File: src/rtl/bldc_duty_scheduler.sv
// rtl/bldc_duty_scheduler.sv - shares one 8x8 multiplier across the u/v/w duty computations
// Snapshots inputs at period start, computes sin*voltage/SCALE_DIV per phase, commits all three at once.
module bldc_duty_scheduler #(
  parameter int SCALE_DIV   = 100,
  parameter int MUL_TIMEOUT = 15
) (
  input  logic        clk,
  input  logic        rst,
  input  logic        enable,
  input  logic        period_start,
  input  logic [7:0]  voltage,
  input  logic [7:0]  sin_u,
  input  logic [7:0]  sin_v,
  input  logic [7:0]  sin_w,
  output logic [7:0]  mul_a,
  output logic [7:0]  mul_b,
  output logic        mul_load,
  input  logic        mul_valid,
  input  logic [15:0] mul_prod,
  output logic [7:0]  dty_u,
  output logic [7:0]  dty_v,
  output logic [7:0]  dty_w,
  output logic        update,
  output logic        busy,
  output logic        overrun,
  output logic        fault
);
  localparam int TW = $clog2(MUL_TIMEOUT + 1);

  typedef enum logic [2:0] {IDLE, ISSUE, WAIT, GAP, COMMIT} state_t;

  state_t          state_q, state_d;
  logic [1:0]      phase_q, phase_d;
  logic [7:0]      volt_q, volt_d;
  logic [2:0][7:0] sin_q, sin_d;
  logic [2:0][7:0] shadow_q, shadow_d;
  logic [2:0][7:0] dty_q, dty_d;
  logic [TW-1:0]   tmo_q, tmo_d;
  logic [7:0]      mul_a_q, mul_a_d, mul_b_q, mul_b_d;
  logic            mul_load_q, mul_load_d;
  logic            update_q, update_d, busy_q, busy_d;
  logic            overrun_q, overrun_d, fault_q, fault_d;
  logic [15:0]     quot;
  logic [7:0]      quot_sat;
  logic [7:0]      next_sin;

  assign quot     = mul_prod / 16'(SCALE_DIV);
  assign quot_sat = (quot > 16'd255) ? 8'hFF : quot[7:0];

  // Operand for the phase following the current one (only used leaving GAP with phase<2).
  always_comb begin
    case (phase_q)
      2'd0:    next_sin = sin_q[1];
      default: next_sin = sin_q[2];
    endcase
  end

  always_comb begin
    state_d   = state_q;
    phase_d   = phase_q;
    volt_d    = volt_q;
    sin_d     = sin_q;
    shadow_d  = shadow_q;
    dty_d     = dty_q;
    tmo_d     = tmo_q;
    mul_a_d   = mul_a_q;
    mul_b_d   = mul_b_q;
    update_d  = 1'b0;
    fault_d   = fault_q;
    overrun_d = overrun_q | (period_start & (state_q != IDLE));
    case (state_q)
      IDLE: begin
        if (period_start && enable) begin
          volt_d  = voltage;
          sin_d   = {sin_w, sin_v, sin_u};
          phase_d = 2'd0;
          mul_a_d = sin_u;
          mul_b_d = voltage;
          state_d = ISSUE;
        end
      end
      ISSUE: begin
        tmo_d   = '0;
        state_d = WAIT;
      end
      WAIT: begin
        if (mul_valid) begin
          case (phase_q)
            2'd0:    shadow_d[0] = quot_sat;
            2'd1:    shadow_d[1] = quot_sat;
            default: shadow_d[2] = quot_sat;
          endcase
          state_d = GAP;
        end else if (tmo_q == TW'(MUL_TIMEOUT - 1)) begin
          fault_d = 1'b1;
          state_d = IDLE;
        end else begin
          tmo_d = tmo_q + TW'(1);
        end
      end
      GAP: begin
        if (phase_q != 2'd2) begin
          phase_d = phase_q + 2'd1;
          mul_a_d = next_sin;
          mul_b_d = volt_q;
          state_d = ISSUE;
        end else begin
          state_d = COMMIT;
        end
      end
      COMMIT: begin
        dty_d    = shadow_q;
        update_d = 1'b1;
        state_d  = IDLE;
      end
      default: state_d = IDLE;
    endcase
    // Disabling aborts any sequence and forces the committed duties to zero.
    if (!enable) begin
      state_d  = IDLE;
      dty_d    = '0;
      update_d = 1'b0;
    end
    mul_load_d = (state_d == ISSUE) || (state_d == WAIT);
    busy_d     = (state_d != IDLE);
  end

  always_ff @(posedge clk) begin
    if (rst) begin
      state_q    <= IDLE;
      phase_q    <= '0;
      volt_q     <= '0;
      sin_q      <= '0;
      shadow_q   <= '0;
      dty_q      <= '0;
      tmo_q      <= '0;
      mul_a_q    <= '0;
      mul_b_q    <= '0;
      mul_load_q <= 1'b0;
      update_q   <= 1'b0;
      busy_q     <= 1'b0;
      overrun_q  <= 1'b0;
      fault_q    <= 1'b0;
    end else begin
      state_q    <= state_d;
      phase_q    <= phase_d;
      volt_q     <= volt_d;
      sin_q      <= sin_d;
      shadow_q   <= shadow_d;
      dty_q      <= dty_d;
      tmo_q      <= tmo_d;
      mul_a_q    <= mul_a_d;
      mul_b_q    <= mul_b_d;
      mul_load_q <= mul_load_d;
      update_q   <= update_d;
      busy_q     <= busy_d;
      overrun_q  <= overrun_d;
      fault_q    <= fault_d;
    end
  end

  assign mul_a    = mul_a_q;
  assign mul_b    = mul_b_q;
  assign mul_load = mul_load_q;
  assign dty_u    = dty_q[0];
  assign dty_v    = dty_q[1];
  assign dty_w    = dty_q[2];
  assign update   = update_q;
  assign busy     = busy_q;
  assign overrun  = overrun_q;
  assign fault    = fault_q;

endmodule

File: config.mk
export PLATFORM = sky130hd
export DESIGN_NAME = bldc_duty_scheduler
export DESIGN_NICKNAME = d
export VERILOG_FILES = /design/src/rtl/bldc_duty_scheduler.sv
export SDC_FILE = /design/constraint.sdc
export NUM_CORES = 1
export LEC_CHECK = 0
export CAP_MARGIN = 20
export CORE_ASPECT_RATIO = 1.2
export CORE_MARGIN = 4
export CORE_UTILIZATION = 56
export CTS_BUF_LIST = sky130_fd_sc_hd__clkbuf_2 sky130_fd_sc_hd__clkbuf_4 sky130_fd_sc_hd__clkbuf_8
export CTS_CLUSTER_SIZE = 40
export DETAILED_ROUTE_END_ITERATION = 7
export PLACE_DENSITY_LB_ADDON = 0.1
export SLEW_MARGIN = 20
export SYNTH_ARGS = -nofsm -noshare
export SYNTH_HDL_FRONTEND = slang
export SYNTH_SLANG_ARGS = --single-unit
File: constraint.sdc
create_clock -name clk -period 8.7 [get_ports clk]
set_input_delay 1.74 -clock clk [delete_from_list [all_inputs] [get_ports clk]]
set_output_delay 1.74 -clock clk [all_outputs]
set_load 0.1 [all_outputs]
==> flow_metrics.py <==
metrics = {
    "synthesis": {
        "synth.distinct_cells": 92,
        "synth_flop_cell": "dfxtp_1",
        "synth_seq_cells": 102,
        "syn-mean-instance-area_um2": 7.70,
        "syn_nets": 850,
        "ys_seq_area_share_pct": 33.5,
        "netlist_area_um2": 6100,
        "synth-async-reset-ratio_pct": 0,
        "synth-edff-count": 0,
        "yosysWarnings": 0,
        "netlist_instances": 792,
    },
    "clock_network": {
        "clkTransAtPathRegs_ns": 0.11,
        "cts_buffers": 9,
        "cts-root-buf": "clkbuf_8",
        "hold_buffers": 0,
        "h-tree-depth": 3,
        "cts_tree": "built",
        "clockBufferDepth": 2,
        "cts-resized-gates": 0,
        "cts_num_sinks": 102,
        "postCtsSetupBuffers": 0,
        "clk_latency_ns": 0.38,
    },
    "timing": {
        "slew_violations": 0,
        "max_freq_mhz": 129,
        "maxSlewHeadroom_pct": 30.8,
        "rsz0062_at_grt": "no",
        "fin_worst_skew_ns": 0.0169,
        "finalCritPeriodShare_pct": 89.1,
        "layout_min_cycle_time_ns": 7.75,
        "finalHoldViolCount": 0,
        "setup_viol": 0,
        "worst_slew_pin_slew_ns": 1.03,
        "tns_ns": 0,
    },
    "placement": {
        "finalWeightedCongestion": 0.957,
        "dp_hpwl_um": 11500,
        "port_buffers": 95,
        "dp_cells": 968,
    },
    "grt": {
        "overflow": 0,
        "antenna_found_initial": 0,
        "grt_max_degree": 74,
        "grt_pass1_wl_um": 25800,
        "grt_pass1_vias": 5472,
        "grt_usage_pct": 25.0,
    },
    "layout": {
        "layout.nets": 908,
        "drive_above_1_share_pct": 8.54,
        "multiInputGateArea_um2": 3740,
        "fillers": 900,
        "insertedDiodeCount": 0,
        "final_cells": 984,
        "ff_latch_area_um2": 2040,
        "area_delta_synth_final_pct": 18.5,
    },
    "worst_setup_path": {
        "crit_arrival_ns": 8.02,
        "r2r_cells": 6,
        "r2r_end": "mul_b[3]",
        "path_max_fanout": 18,
        "slowest_delay_ns": 0.88,
        "regToRegSetupSlack_ns": 6.08,
        "crit_type": "in -> reg",
        "setup.worst_path.end_class": "flip-flop",
        "start_kind": "primary input",
        "critPathRequiredTime_ns": 8.96,
        "r2r-start": "state_q[1]",
        "worstPathCellList": "clkdlybuf4s50_1 -> nor3_2 -> a311o_2 -> a21oi_1 -> nor3_2 -> or2_0 -> o221a_2 -> a21oi_2 -> mux2i_2 -> o221ai_1 -> a21oi_1 -> or3b_4 -> o21ai_4 -> o31ai_2 -> o221ai_1 -> a211oi_1 -> a2111oi_2 -> inv_1 -> a2111oi_1",
        "slowest_stage": "clkdlybuf4s50_1",
    },
    "pwr": {
        "power_frac_comb_pct": 45.2,
        "seqPwrFrac_pct": 33.1,
        "internal_power_w": 0.000855,
        "p_leak_nw": 2.45,
        "vdd_ir_drop_max_uv": 183,
        "pwr_density_cell_nw_per_um2": 202,
        "pwr-share-clk_pct": 21.7,
        "switching_share_pct": 41.4,
        "p_sw_w": 0.000603,
    },
    "die": {
        "initial_core_util_pct": 57.7,
        "ios": 98,
        "dieArea_um2": 12600,
        "die_h_um": 122,
        "die_w_um": 103,
        "core_um2": 10600,
        "rows": 41,
    },
    "run": {
        "cap_violations": 0,
    },
    "routing": {
        "ant_nets": 0,
        "vias_per_cell": 6.12,
        "routed_wl_um": 15900,
        "via_count": 6021,
        "dr.pass1.iters": 5,
        "wire_per_inst_um": 16.2,
        "dr.first_iter.drc_count": 479,
        "drc": 0,
    },
    "hold_path": {
        "whs_path_depth": 2,
        "min_from": "shadow_q[22]",
        "whs_endpoint": "dty_w[6]",
        "min_path_type": "reg -> reg",
    },
    "status": {
        "outcome": "complete, no violations",
    },
}
## area by class of cell
class / count / share of cell area (%)
Tap cell: 129 / 2.23
Sequential cell: 102 / 28.3
Clock inverter: 7 / 1.28
Inverter: 15 / 0.779
Clock buffer: 9 / 1.71
Timing Repair Buffer: 104 / 14.0
Multi-Input combinational cell: 618 / 51.7
## synth_stat cells (4+ instances only)
cell        n  area, µm²
dfxtp_1   102       2040
buf_2      12       60.1
nand2b_1    4       25.0
clkbuf_1   37        139
o211ai_1   15        113
inv_1      14       52.6
nor2_1     74        278
o21ai_1     7       35.0
and3_1      7       43.8
o221ai_1    8       70.1
o21ai_2     4       35.0
and2_1      9       56.3
and4_1      4       35.0
nand3_1    14       70.1
a31oi_1     5       31.3
or3_1       6       37.5
a21oi_1    83        415
a311oi_1    9       78.8
o22ai_1    10       62.6
ha_1        5       62.6
mux2i_1    15        150
a211oi_1   28        210
nor3_2      4       40.0
o21a_1      5       37.5
buf_4       4       30.0
xnor2_1     7       61.3
nor2b_1     7       43.8
o21ai_0    13       65.1
nor3_1     22        110
nand2_1   154        578
## flip-flops by register name, summed over array words and instances (netlist names), 8 cells and up
| name | cells |
|---|---|
| dty_u | 8 |
| dty_v | 8 |
| dty_w | 8 |
| mul_a | 8 |
| mul_b | 8 |
| shadow_q | 24 |
| sin_q | 16 |
| volt_q | 8 |
## power groups by stage
stage                     Combinational, W  Sequential, W  Clock [W]
after CTS                         0.000649       0.000483   0.000322
after global placement            0.000633       0.000493          0
final                             0.000659       0.000483   0.000316
after detailed placement          0.000646       0.000494          0
after global routing              0.000719       0.000484   0.000340
after floorplan                   0.000478       0.000528          0
## routing by layer
| layer | vias up | GRT usage, % | part of all wire, % |
|---|---|---|---|
| li1 | 2990 | - | - |
| met1 | 2829 | 30.8 | 43 |
| met2 | 171 | 44.0 | 50 |
| met3 | 31 | 3.81 | 4.7 |
| met4 | 0 | 8.18 | 2.1 |
| met5 | - | 0 | 0 |
## placed cells by master (no fill, tap or decap), types with 5 or more instances in the layout
master           Yosys  final
clkbuf_8             0      9
a31oi_1              5      5
o211ai_1            15     15
clkdlybuf4s50_1      0     94
dfxtp_1            102    102
and3_1               7      7
o21ai_0             13     13
o22ai_1             10     10
inv_1               14     14
o21ai_1              7      7
o21a_1               5      5
nor2_1              74     74
nor2b_1              7      7
nor3_1              22     22
xnor2_1              7      7
or3_1                6      6
nand2_1            154    154
ha_1                 5      5
buf_4                4      9
mux2i_1             15     15
and2_1               9      9
nand3_1             14     14
a311oi_1             9      9
a21oi_1             83     83
o221ai_1             8      8
a211oi_1            28     28
## through the flow
stage / power (W) / utilization [%] / worst slack (ns) / cell area, µm² / hold slack, ns
floorplan: 0.00101 / - / 2.05 / 6100 / 0.432
detailed placement: 0.00114 / 66.3 / 0.644 / 7010 / 0.443
global placement: 0.00113 / 66.3 / 0.692 / 7010 / 0.438
global route: 0.00154 / 68.4 / 0.327 / 7230 / 0.471
finish: 0.00146 / 68.4 / 0.948 / 7230 / 0.456
CTS: 0.00145 / 68.4 / 1.04 / 7220 / 0.458
## critical path, delay by kind of cell
family	cells	cell delay, ns
buf+inv	2	1.00
mux	1	0.44
simple gates	4	1.20
compound gates	12	3.64
## worst max-delay path by stage
stage            startpoint           end  cells after the start
4_1_cts        mul_prod[12]   shadow_q[0]                     19
3_5_place_dp   mul_prod[12]   shadow_q[0]                     19
2_1_floorplan  mul_prod[11]   shadow_q[0]                     23
6_report       mul_prod[12]  shadow_q[16]                     19
3_3_place_gp   mul_prod[12]  shadow_q[16]                     20
5_1_grt        mul_prod[12]   shadow_q[0]                     19
## cell families after synthesis
logic type,after synthesis,share of synthesized area [%]
AND/OR/NAND/NOR,335,25.4
AO/OA/AOI/OAI,252,30.5
flip-flops,102,33.5
buffers and inverters,72,5.29
multiplexers,19,3.28
XOR/XNOR,7,1.01
adder cells (fa/ha/maj),5,1.03
No activity file was read; power rests on OpenSTA's default activity.
